## config.mk

```make
export PLATFORM = sky130hd
export DESIGN_NAME = bcd_mod_counter_flat
export DESIGN_NICKNAME = d
export VERILOG_FILES = /design/src/rtl/bcd_mod_counter_if.sv /design/src/rtl/bcd_mod_counter.sv /design/src/flat_wrapper.sv
export SDC_FILE = /design/constraint.sdc
export NUM_CORES = 1
export LEC_CHECK = 0
export CAP_MARGIN = 20
export CORE_MARGIN = 3
export CORE_UTILIZATION = 49
export CTS_CLUSTER_DIAMETER = 40
export DETAILED_ROUTE_END_ITERATION = 16
export PLACE_DENSITY_LB_ADDON = 0.12
export SLEW_MARGIN = 20
export SYNTH_ARGS = -nofsm -noshare
export SYNTH_HDL_FRONTEND = slang
export SYNTH_SLANG_ARGS = --single-unit
```

## constraint.sdc

```tcl
create_clock -name clk -period 2.3 [get_ports clk]
set_input_delay 0.345 -clock clk [delete_from_list [all_inputs] [get_ports clk]]
set_output_delay 0.345 -clock clk [all_outputs]
set_load 0.03 [all_outputs]
```

## src/rtl/bcd_mod_counter_if.sv

```systemverilog
// Bus for one BCD modulo counter: count/load controls in, count and status out.
// master = the side driving the controls, slave = the counter itself.
interface bcd_mod_counter_if #(
  parameter int DIGITS = 2
);
  logic                  carry_in;
  logic                  down;
  logic                  load;
  logic [4*DIGITS-1:0]   load_value;
  logic [4*DIGITS-1:0]   value;
  logic                  carry_out;
  logic                  at_terminal;
  logic                  load_err;

  modport master (
    output carry_in, down, load, load_value,
    input  value, carry_out, at_terminal, load_err
  );

  modport slave (
    input  carry_in, down, load, load_value,
    output value, carry_out, at_terminal, load_err
  );
endinterface

```

## src/rtl/bcd_mod_counter.sv

```systemverilog
// N-digit BCD up/down modulo counter with validated parallel load and an
// enable-qualified carry/borrow so instances chain directly (sec -> min -> hour).
module bcd_mod_counter #(
  parameter int DIGITS    = 2,
  parameter int MODULUS   = 60,
  parameter int DEF_VALUE = 0
) (
  input  logic                clk,
  input  logic                rst,
  bcd_mod_counter_if.slave    bus
);
  localparam int W = 4 * DIGITS;

  function automatic logic [W-1:0] to_bcd(input int v);
    int rem;
    rem    = v;
    to_bcd = '0;
    for (int i = 0; i < DIGITS; i++) begin
      to_bcd[4*i +: 4] = 4'(rem % 10);
      rem              = rem / 10;
    end
  endfunction

  localparam logic [W-1:0] MAX_BCD = to_bcd(MODULUS - 1);
  localparam logic [W-1:0] DEF_BCD = to_bcd(DEF_VALUE);

  logic [W-1:0]      r_value;
  logic              r_load_err;

  logic [W-1:0]      w_inc;
  logic [W-1:0]      w_dec;
  logic [DIGITS-1:0] w_cy;
  logic [DIGITS-1:0] w_bw;
  logic [DIGITS-1:0] w_dig_ok;
  logic              w_load_ok;
  logic              w_at_term;

  assign w_cy[0] = 1'b1;
  assign w_bw[0] = 1'b1;

  // Ripple increment/decrement across digits; this chain is the critical path.
  for (genvar g = 0; g < DIGITS; g++) begin : g_dig
    logic [3:0] w_d;
    assign w_d = r_value[4*g +: 4];
    assign w_inc[4*g +: 4] = !w_cy[g] ? w_d : ((w_d == 4'd9) ? 4'd0 : w_d + 4'd1);
    assign w_dec[4*g +: 4] = !w_bw[g] ? w_d : ((w_d == 4'd0) ? 4'd9 : w_d - 4'd1);
    assign w_dig_ok[g]     = (bus.load_value[4*g +: 4] <= 4'd9);
    if (g < DIGITS - 1) begin : g_nxt
      assign w_cy[g+1] = w_cy[g] & (w_d == 4'd9);
      assign w_bw[g+1] = w_bw[g] & (w_d == 4'd0);
    end
  end

  // With every digit valid, packed BCD orders the same as the binary value,
  // so the range check is a plain unsigned compare against MODULUS-1.
  assign w_load_ok = (&w_dig_ok) && (bus.load_value <= MAX_BCD);

  assign w_at_term = bus.down ? (r_value == '0) : (r_value == MAX_BCD);

  always_ff @(posedge clk) begin
    if (rst) begin
      r_value    <= DEF_BCD;
      r_load_err <= 1'b0;
    end else if (bus.load) begin
      if (w_load_ok) begin
        r_value    <= bus.load_value;
        r_load_err <= 1'b0;
      end else begin
        r_load_err <= 1'b1;
      end
    end else begin
      r_load_err <= 1'b0;
      if (bus.carry_in) begin
        if (w_at_term)
          r_value <= bus.down ? MAX_BCD : '0;
        else
          r_value <= bus.down ? w_dec : w_inc;
      end
    end
  end

  assign bus.value       = r_value;
  assign bus.load_err    = r_load_err;
  assign bus.at_terminal = w_at_term;
  assign bus.carry_out   = bus.carry_in & w_at_term & ~bus.load & ~rst;
endmodule
```

## src/flat_wrapper.sv

```systemverilog
// flat-port wrapper written by rule: the top's interface ports become plain ports
module bcd_mod_counter_flat 
#(
  parameter int DIGITS    = 2,
  parameter int MODULUS   = 60,
  parameter int DEF_VALUE = 0
)
  (clk, rst, bus_carry_in, bus_down, bus_load, bus_load_value, bus_value, bus_carry_out, bus_at_terminal, bus_load_err);
  bcd_mod_counter_if #(.DIGITS(DIGITS)) bus_i ();
  input  logic clk;
  input  logic rst;
  input wire logic [$bits(bus_i.carry_in)-1:0] bus_carry_in;
  input wire logic [$bits(bus_i.down)-1:0] bus_down;
  input wire logic [$bits(bus_i.load)-1:0] bus_load;
  input wire logic [$bits(bus_i.load_value)-1:0] bus_load_value;
  output wire logic [$bits(bus_i.value)-1:0] bus_value;
  output wire logic [$bits(bus_i.carry_out)-1:0] bus_carry_out;
  output wire logic [$bits(bus_i.at_terminal)-1:0] bus_at_terminal;
  output wire logic [$bits(bus_i.load_err)-1:0] bus_load_err;
  assign bus_i.carry_in = bus_carry_in;
  assign bus_i.down = bus_down;
  assign bus_i.load = bus_load;
  assign bus_i.load_value = bus_load_value;
  assign bus_value = bus_i.value;
  assign bus_carry_out = bus_i.carry_out;
  assign bus_at_terminal = bus_i.at_terminal;
  assign bus_load_err = bus_i.load_err;
  bcd_mod_counter #(.DIGITS(DIGITS), .MODULUS(MODULUS), .DEF_VALUE(DEF_VALUE)) u_core (.clk(clk), .rst(rst), .bus(bus_i));
endmodule
```

After elaboration in Yosys (flattened, before gate mapping)

Cells that the tools add are included.

Bits in registers: 9
Input port bits: 13
Output and inout bits: 11
Logic and storage cells: 44

$add $sub $neg: 4
$lt $le $gt $ge: 3
Eq/ne operators: 5
Muxes and demuxes: 14
Bitwise logic cells: 5
Reduce and logical (&&, ||, !) cells: 10

Operators with widths:

| kind                                                                             | count |
|---|---|
| 8-bit 2-to-1 mux                                                                 | 5 |
| 4-bit 2-to-1 mux                                                                 | 6 |
| 4-bit by 1-bit adder with 4-bit output, second input constant                    | 2 |
| 4-bit equality test, second input constant                                       | 2 |
| 8-bit by 7-bit equality test with 1-bit output, second input constant            | 1 |
| 4-bit less-or-equal comparator, second input constant                            | 2 |
| 8-bit by 7-bit less-or-equal comparator with 1-bit output, second input constant | 1 |
| 4-bit zero test                                                                  | 2 |
| 8-bit zero test                                                                  | 1 |
| 4-bit by 1-bit subtractor with 4-bit output, second input constant               | 2 |
| 7-bit 2-to-1 mux                                                                 | 1 |
| 4-bit by 1-bit != test with 1-bit output, second input constant                  | 1 |
| 2-bit AND reduction                                                              | 2 |
| 4-bit AND reduction                                                              | 1 |
| 4-bit nonzero test                                                               | 1 |
| 1-bit bitwise AND                                                                | 3 |
| 1-bit 2-to-1 mux                                                                 | 2 |
| 2-bit by 1-bit != test with 1-bit output, second input constant                  | 1 |
| 1-bit NOT                                                                        | 2 |
| 2-bit nonzero test                                                               | 1 |
| 2-bit OR reduction                                                               | 1 |
| 1-bit logical AND                                                                | 1 |

Depth between registers and ports, before layout

Depth in word-level cells: 7
Gate-level depth with buffers: 6
Mapped depth without buffers: 6

Worst setup path before layout

No wires, ideal clock.

Path type: reg-to-output
Start point: register u_core.r_value[0], in the netlist u_core.bus.value[0]
End point: output port bus_carry_out
Arrival: 1,909 ps
Required time: 1,955 ps
Setup slack: 46 ps
Stages on the path, launching flop included: 6
Path buffers: 0
Cell sequence: dfxtp_1 -> ha_1 -> and3b_1 -> nand4_1 -> nand2_1 -> and3_1

Word-level cells in the longest chain between the ends: 5
Elaborated cells between the ends (all ways): 6
Classes of those cells: eq/ne: 1; mux: 1; bitwise: 3; reduce/logical: 1

RTL lines:

| what                                                                              | RTL line              | text |
|---|---|---|
| start, declared                                                                   | bcd_mod_counter.sv:27 | `logic [W-1:0] r_value;` |
| start signal, assigned                                                            | bcd_mod_counter.sv:66 | `r_value <= bus.load_value;` |
| start signal, assigned                                                            | bcd_mod_counter.sv:75 | `r_value <= bus.down ? MAX_BCD : '0;` |
| start signal, assigned                                                            | bcd_mod_counter.sv:77 | `r_value <= bus.down ? w_dec : w_inc;` |
| 8-bit by 7-bit equality test with 1-bit output or 8-bit zero test (tied branches) | bcd_mod_counter.sv:58 | `assign w_at_term = bus.down ? (r_value == '0) : (r_value == MAX_BCD);` |
| 1-bit 2-to-1 mux (*)                                                              | bcd_mod_counter.sv:58 |  |
| via bus_at_terminal                                                               | flat_wrapper.sv:18    | `output wire logic [$bits(bus_i.at_terminal)-1:0] bus_at_terminal;` |
| 1-bit bitwise AND (*) (3 in a row)                                                | bcd_mod_counter.sv:85 | `assign bus.carry_out = bus.carry_in & w_at_term & ~bus.load & ~rst;` |
| end, declared                                                                     | flat_wrapper.sv:17    | `output wire logic [$bits(bus_i.carry_out)-1:0] bus_carry_out;` |

The timed path passes the listed nets; every way through them passes the cells marked *.

Final worst setup path

Start point: register u_core.r_value[0], in the netlist u_core.bus.value[0]
End point: output port bus_carry_out

Word-level cells in the longest chain between the ends: 5
Elaborated cells between the ends (all ways): 6
Classes of those cells: eq/ne: 1; mux: 1; bitwise: 3; reduce/logical: 1

RTL lines:

| what                                                                              | RTL line |
|---|---|
| 8-bit by 7-bit equality test with 1-bit output or 8-bit zero test (tied branches) | bcd_mod_counter.sv:58 |
| 1-bit 2-to-1 mux (*)                                                              | bcd_mod_counter.sv:58 |
| 1-bit bitwise AND (*) (3 in a row)                                                | bcd_mod_counter.sv:85 |

Every way passes the cells marked *; elsewhere a longest branch is shown, timed or not.

==> impl_metrics.ini <==
[clock_network]
cts_hold_buf = 0
clkLatencyLatePin_ns = 0.27
cts_buffers = 3
postCtsSetupBuffers = 0
cts_tree = built
clock_path_buffers = 2
cts_max_level = 1
clock-sinks = 9
cts.reportedPaths.clkPinSlew_ns = 0.06
post_cts_resized = 0
cts_root_buffer = clkbuf_4

[routing]
via_per_inst = 6.21
ant_nets = 0
dr.first_iter.drc_count = 45
vias = 1055
wl_met2_microns = 1110
met3_length_microns = 186
routed_wl_microns = 2490
wl_met1_microns = 1160
drc = 0
avgRoutedWirePerCell_microns = 14.6
firstDrtPassIters = 4
top_layer_used = met4

[setup_path]
arrival_ns = 1.86
r2r_end = u_core.bus.value[4]$_SDFFE_PP0P_
end_kind = primary output
r2r-start = u_core.bus.value[0]$_SDFFE_PP0P_
critPathKind = reg -> out
worstSetupStartpointType = flop
r2r_setup_slack_ns = 0.36
slowest_delay_ns = 0.38
critical-path-slowest-cell = dfxtp_1
startpoint = u_core.bus.value[0]$_SDFFE_PP0P_
crit_chain = inv_1 > ha_1 > nand4_1 > nand2_1 > and3_1 > buf_4
reg2reg_depth = 6
crit_fanout = 8
required_ns = 1.96

[floorplan]
dieArea_sq_um = 2550
core_area_sq_um = 1800
ios = 24
num_rows = 15
die_h_microns = 50.5
die_x_microns = 50.5
initial_core_util = 0.540

[yosys]
synth_ff_type = dfxtp_1
synth.largest_area_cell = dfxtp_1
avgSynthCellArea_sq_um = 8.03
syn-cell-area_sq_um = 972
synth_fp_nets = 138
synth_cell_type_count = 47
synth_top_area_frac = 0.185
netlist_instances = 121
seq_area_frac_synth = 0.185
synth-edff-count = 0
ys_async_sr_fraction = 0
ys_ff_latch = 9
synth_area_leaders = dfxtp_1 (19%), ha_1 (5.1%), o21ai_0 (4.6%), nor2b_1 (3.9%), a221oi_2 (3.1%)
synthTopCellsByCount = dfxtp_1 (9), o21ai_0 (9), inv_1 (8), nand2_1 (8), nor2b_1 (6)
ys_warn_count = 0

[placement]
dp_hpwl_microns = 1890
portBuffers = 23
gp_congestion = 0.843
place_area_sq_um = 1230

[timing]
tns_ns = 0
slew_viol_final = 0
tightest_slew_ns = 0.444
whs_ns = 0.646
setup-violations-final = 0
fin_skew_ns = 0.00151
period_share = 0.960
slew_headroom = 0.703
clock.fmax_mhz = 453
min_period_ns = 2.21
rsz0062_at_grt = no
hold_violations = 0

[layout]
drive_gt1_frac = 0.124
seq_area_sq_um = 180
multi_input_area_sq_um = 714
nFillCells = 155
finalInstanceArea_sq_um = 1250
nets = 163
area_delta_synth_final_pct = 28.8
diodes = 0

[run]
maxCapViolations = 0

[power_and_ir_drop]
p_leak_nw = 0.457
peakVddDrop_v = 0.000447
p_per_area_nw_per_um2 = 451

[hold_path]
whs_path_depth = 2
hp-start = u_core.bus.value[1]$_SDFFE_PP0P_
hold_class = reg -> reg
hold_end = u_core.bus.value[1]$_SDFFE_PP0P_

[global_routing]
grt_use_total = 0.212
grt_max_degree = 16
grt_pass1_wl_microns = 4230
grt_overflow = 0
antenna_found_initial = 0
grt_pass1_vias = 967

[outcome]
outcome = finished, final reports clean
## cell families (layout without fill, tap and decap cells)
logic type,Yosys count,in the layout,share of synthesized area
AOI/OAI and AO/OA,43,43,0.355
xor gates and xnor gates,2,2,0.0180
adders and majority gates,4,4,0.0515
buffers and inverters,17,41,0.0798
DFF,9,9,0.185
muxes,1,1,0.0103
and+or+nand+nor,45,45,0.300
## final cells by class
| class | count | area share |
|---|---|---|
| Tap cell | 25 | 0.0250 |
| Timing Repair Buffer | 29 | 0.216 |
| Multi-Input combinational cell | 95 | 0.570 |
| Sequential cell | 9 | 0.144 |
| Inverter | 8 | 0.0240 |
| Clock buffer | 4 | 0.0210 |
## layer usage
metal | vias to the layer above | GRT usage
met3 | 5 | 0.0267
met1 | 490 | 0.298
met4 | 0 | 0.0897
met2 | 51 | 0.324
li1 | 509 | -
met5 | - | 0
## cell usage in the layout (no fill, tap or decap), drive strengths merged, types with 4 or more instances in the layout
master,count
nand2b,4
nor2b,6
o21ai,10
a21oi,5
ha,4
buf,8
clkbuf,4
nand2,8
clkdlybuf4s50,21
inv,8
dfxtp,9
a221oi,5
## stage by stage
stage	util	setup WS (ns)	std cells	total power [W]
2_1_floorplan	-	0.0459	121	0.000357
3_3_place_gp	0.681	0.220	166	0.000434
3_5_place_dp	0.681	0.195	166	0.000435
4_1_cts	0.695	0.120	170	0.000563
5_1_grt	0.695	0.0191	170	0.000595
6_report	0.695	0.0915	170	0.000565
## worst max path at each step
stage | cells past startpoint | slack, ns | endpoint
floorplan | 5 | 0.05 | bus_carry_out
global placement | 5 | 0.22 | u_core.bus.value[2]$_SDFFE_PP0P_
detailed placement | 6 | 0.20 | bus_carry_out
CTS | 6 | 0.12 | bus_carry_out
global route | 7 | 0.02 | bus_carry_out
finish | 6 | 0.09 | bus_carry_out
## critical path: cells and delay by family, from the launching register on
family	cells	cell delay (ns)
simple gates	3	0.50
buf+inv	2	0.32
flops	1	0.38
fa+ha+maj	1	0.38
## flip-flops by register name, summed over array words and instances (netlist names)
name                 flops
u_core.bus.value         8
u_core.bus.load_err      1
## where the power goes
part,internal (W),switching [W]
sequential,0.000168,0.0000294
clock,0.0000674,0.0000634
combinational,0.000112,0.000125
total,0.000347,0.000218
Power figures use the tool's default switching activity.
==> RTL change: new RTL, config.mk and constraints unchanged <==
`MODULUS` is set to 60 in 2 places; all go to 45.
--- a/src/rtl/bcd_mod_counter.sv
+++ b/src/rtl/bcd_mod_counter.sv
@@ -4,3 +4,3 @@
   parameter int DIGITS    = 2,
-  parameter int MODULUS   = 60,
+  parameter int MODULUS   = 45,
   parameter int DEF_VALUE = 0
--- a/src/flat_wrapper.sv
+++ b/src/flat_wrapper.sv
@@ -4,3 +4,3 @@
   parameter int DIGITS    = 2,
-  parameter int MODULUS   = 60,
+  parameter int MODULUS   = 45,
   parameter int DEF_VALUE = 0
Behaviour: not the same (a bounded check fails within 4 cycles, from zero or initial values and one cycle with rst high).
==> RTL change against the original RTL <==
- area after synthesis grew 5.7%
- routed wire length grew 6.0%
- hold slack worse by 110 ps
- sequential power is 3% lower
- sequential cell count stayed put
- setup slack gained 13 ps
- sequential share of layout area shrank 0.86 points
- power grew 8.9%
- register-to-register slack got worse by 70 ps
- largest cell class unchanged
- combinational power grew 27%
- design area increased by 7.1%
==> RTL change: results (changes against the original RTL) <==
\begin{tabular}{lr}
\hline
Metric & Value \\
\hline
\multicolumn{2}{l}{\textbf{Routing}} \\
Mean routed wirelength per cell & 14.7 um (was 14.6 um) \\
DR vias/cell & 5.96 (was 6.21) \\
\multicolumn{2}{l}{\textbf{Synthesis}} \\
Complex-gate fraction of the synthesized area & 0.354 (was 0.355) \\
Cell types with the largest area share after synthesis & sky130\_fd\_sc\_hd\_\_dfxtp\_1 18\%, sky130\_fd\_sc\_hd\_\_ha\_1 9.7\%, sky130\_fd\_sc\_hd\_\_a21oi\_1 4.4\% (was sky130\_fd\_sc\_hd\_\_dfxtp\_1 19\%, sky130\_fd\_sc\_hd\_\_ha\_1 5.1\%, sky130\_fd\_sc\_hd\_\_o21ai\_0 4.6\%) \\
Count of unique library cells instantiated by Yosys & 51 (was 47) \\
Sequential cell area fraction in the yosys report & 0.175 (was 0.185) \\
Xor-xnor portion of the synthesized cell area & 0.0171 (was 0.0180) \\
\multicolumn{2}{l}{\textbf{Layout}} \\
Number of fill cells & 146 (was 155) \\
Number of logic inverters in the finished layout & 11 (was 8) \\
Share of post-route cells with drive strength above 1 & 0.181 (was 0.124) \\
Seq/total area & 0.135 (was 0.144) \\
Fraction of standard cell area in multi-input logic & 0.584 (was 0.570) \\
Non-clk buf share & 0.207 (was 0.216) \\
Layout clock area frac & 0.0196 (was 0.0210) \\
\multicolumn{2}{l}{\textbf{Min path}} \\
Min-delay src & u\_core.bus.value[5]\$\_SDFFE\_PP0P\_ (was u\_core.bus.value[1]\$\_SDFFE\_PP0P\_) \\
\multicolumn{2}{l}{\textbf{Timing}} \\
Post-Route Skew & 0.409 ps (was 1.51 ps) \\
\multicolumn{2}{l}{\textbf{Power and ir drop}} \\
Leakage & 0.508 nW (was 0.457 nW) \\
Worst vdd rail ir drop & 0.345 mV (was 0.447 mV) \\
Net load switching power & 0.241 mW (was 0.218 mW) \\
Power density relative to cell area & 459 nW/um\^{}2 (was 451 nW/um\^{}2) \\
\multicolumn{2}{l}{\textbf{Outcome}} \\
Status & complete, no violations (unchanged) \\
\multicolumn{2}{l}{\textbf{Critical path}} \\
Critical path's slowest cell & sky130\_fd\_sc\_hd\_\_clkdlybuf4s50\_1 (was sky130\_fd\_sc\_hd\_\_dfxtp\_1) \\
R2r startpoint & u\_core.bus.value[1]\$\_SDFFE\_PP0P\_ (was u\_core.bus.value[0]\$\_SDFFE\_PP0P\_) \\
Launching instance or port of the critical path & bus\_down (was u\_core.bus.value[0]\$\_SDFFE\_PP0P\_) \\
Path depth of the worst reg2reg path & 7 (was 6) \\
CP peak stage delay & 630 ps (was 380 ps) \\
\multicolumn{2}{l}{\textbf{Placement}} \\
Placer congestion estimate & 0.854 (was 0.843) \\
\multicolumn{2}{l}{\textbf{Global route}} \\
Vias in the first global route & 1009 (was 967) \\
\hline
\end{tabular}
[RTL change: kinds of logic (layout without fill, tap and decap cells)]
| logic type | after synthesis | in the layout |
|---|---|---|
| adder cells (fa/ha/maj) | 8 | 8 |
| XOR/XNOR | 2 | 2 |
| AND/OR/NAND/NOR | 46 | 46 |
| buffers and inverters | 18 | 45 |
| flip-flops | 9 | 9 |
| multiplexers | 2 | 2 |
| AO/OA/AOI/OAI | 43 | 43 |
[RTL change: metal layers]
| metal | part of all wire | vias up | GRT usage |
|---|---|---|---|
| met3 | 0.060 | 4 | 0.0372 |
| met5 | 0 | - | 0 |
| li1 | - | 534 | - |
| met2 | 0.44 | 36 | 0.345 |
| met1 | 0.48 | 498 | 0.316 |
| met4 | 0.013 | 0 | 0.0961 |
[RTL change: stage by stage]
stage	setup slack (ps)	hold WS, ps
2_1_floorplan	168	507
3_3_place_gp	181	554
3_5_place_dp	96.0	564
4_1_cts	7.44	575
5_1_grt	12.3	549
6_report	104	532
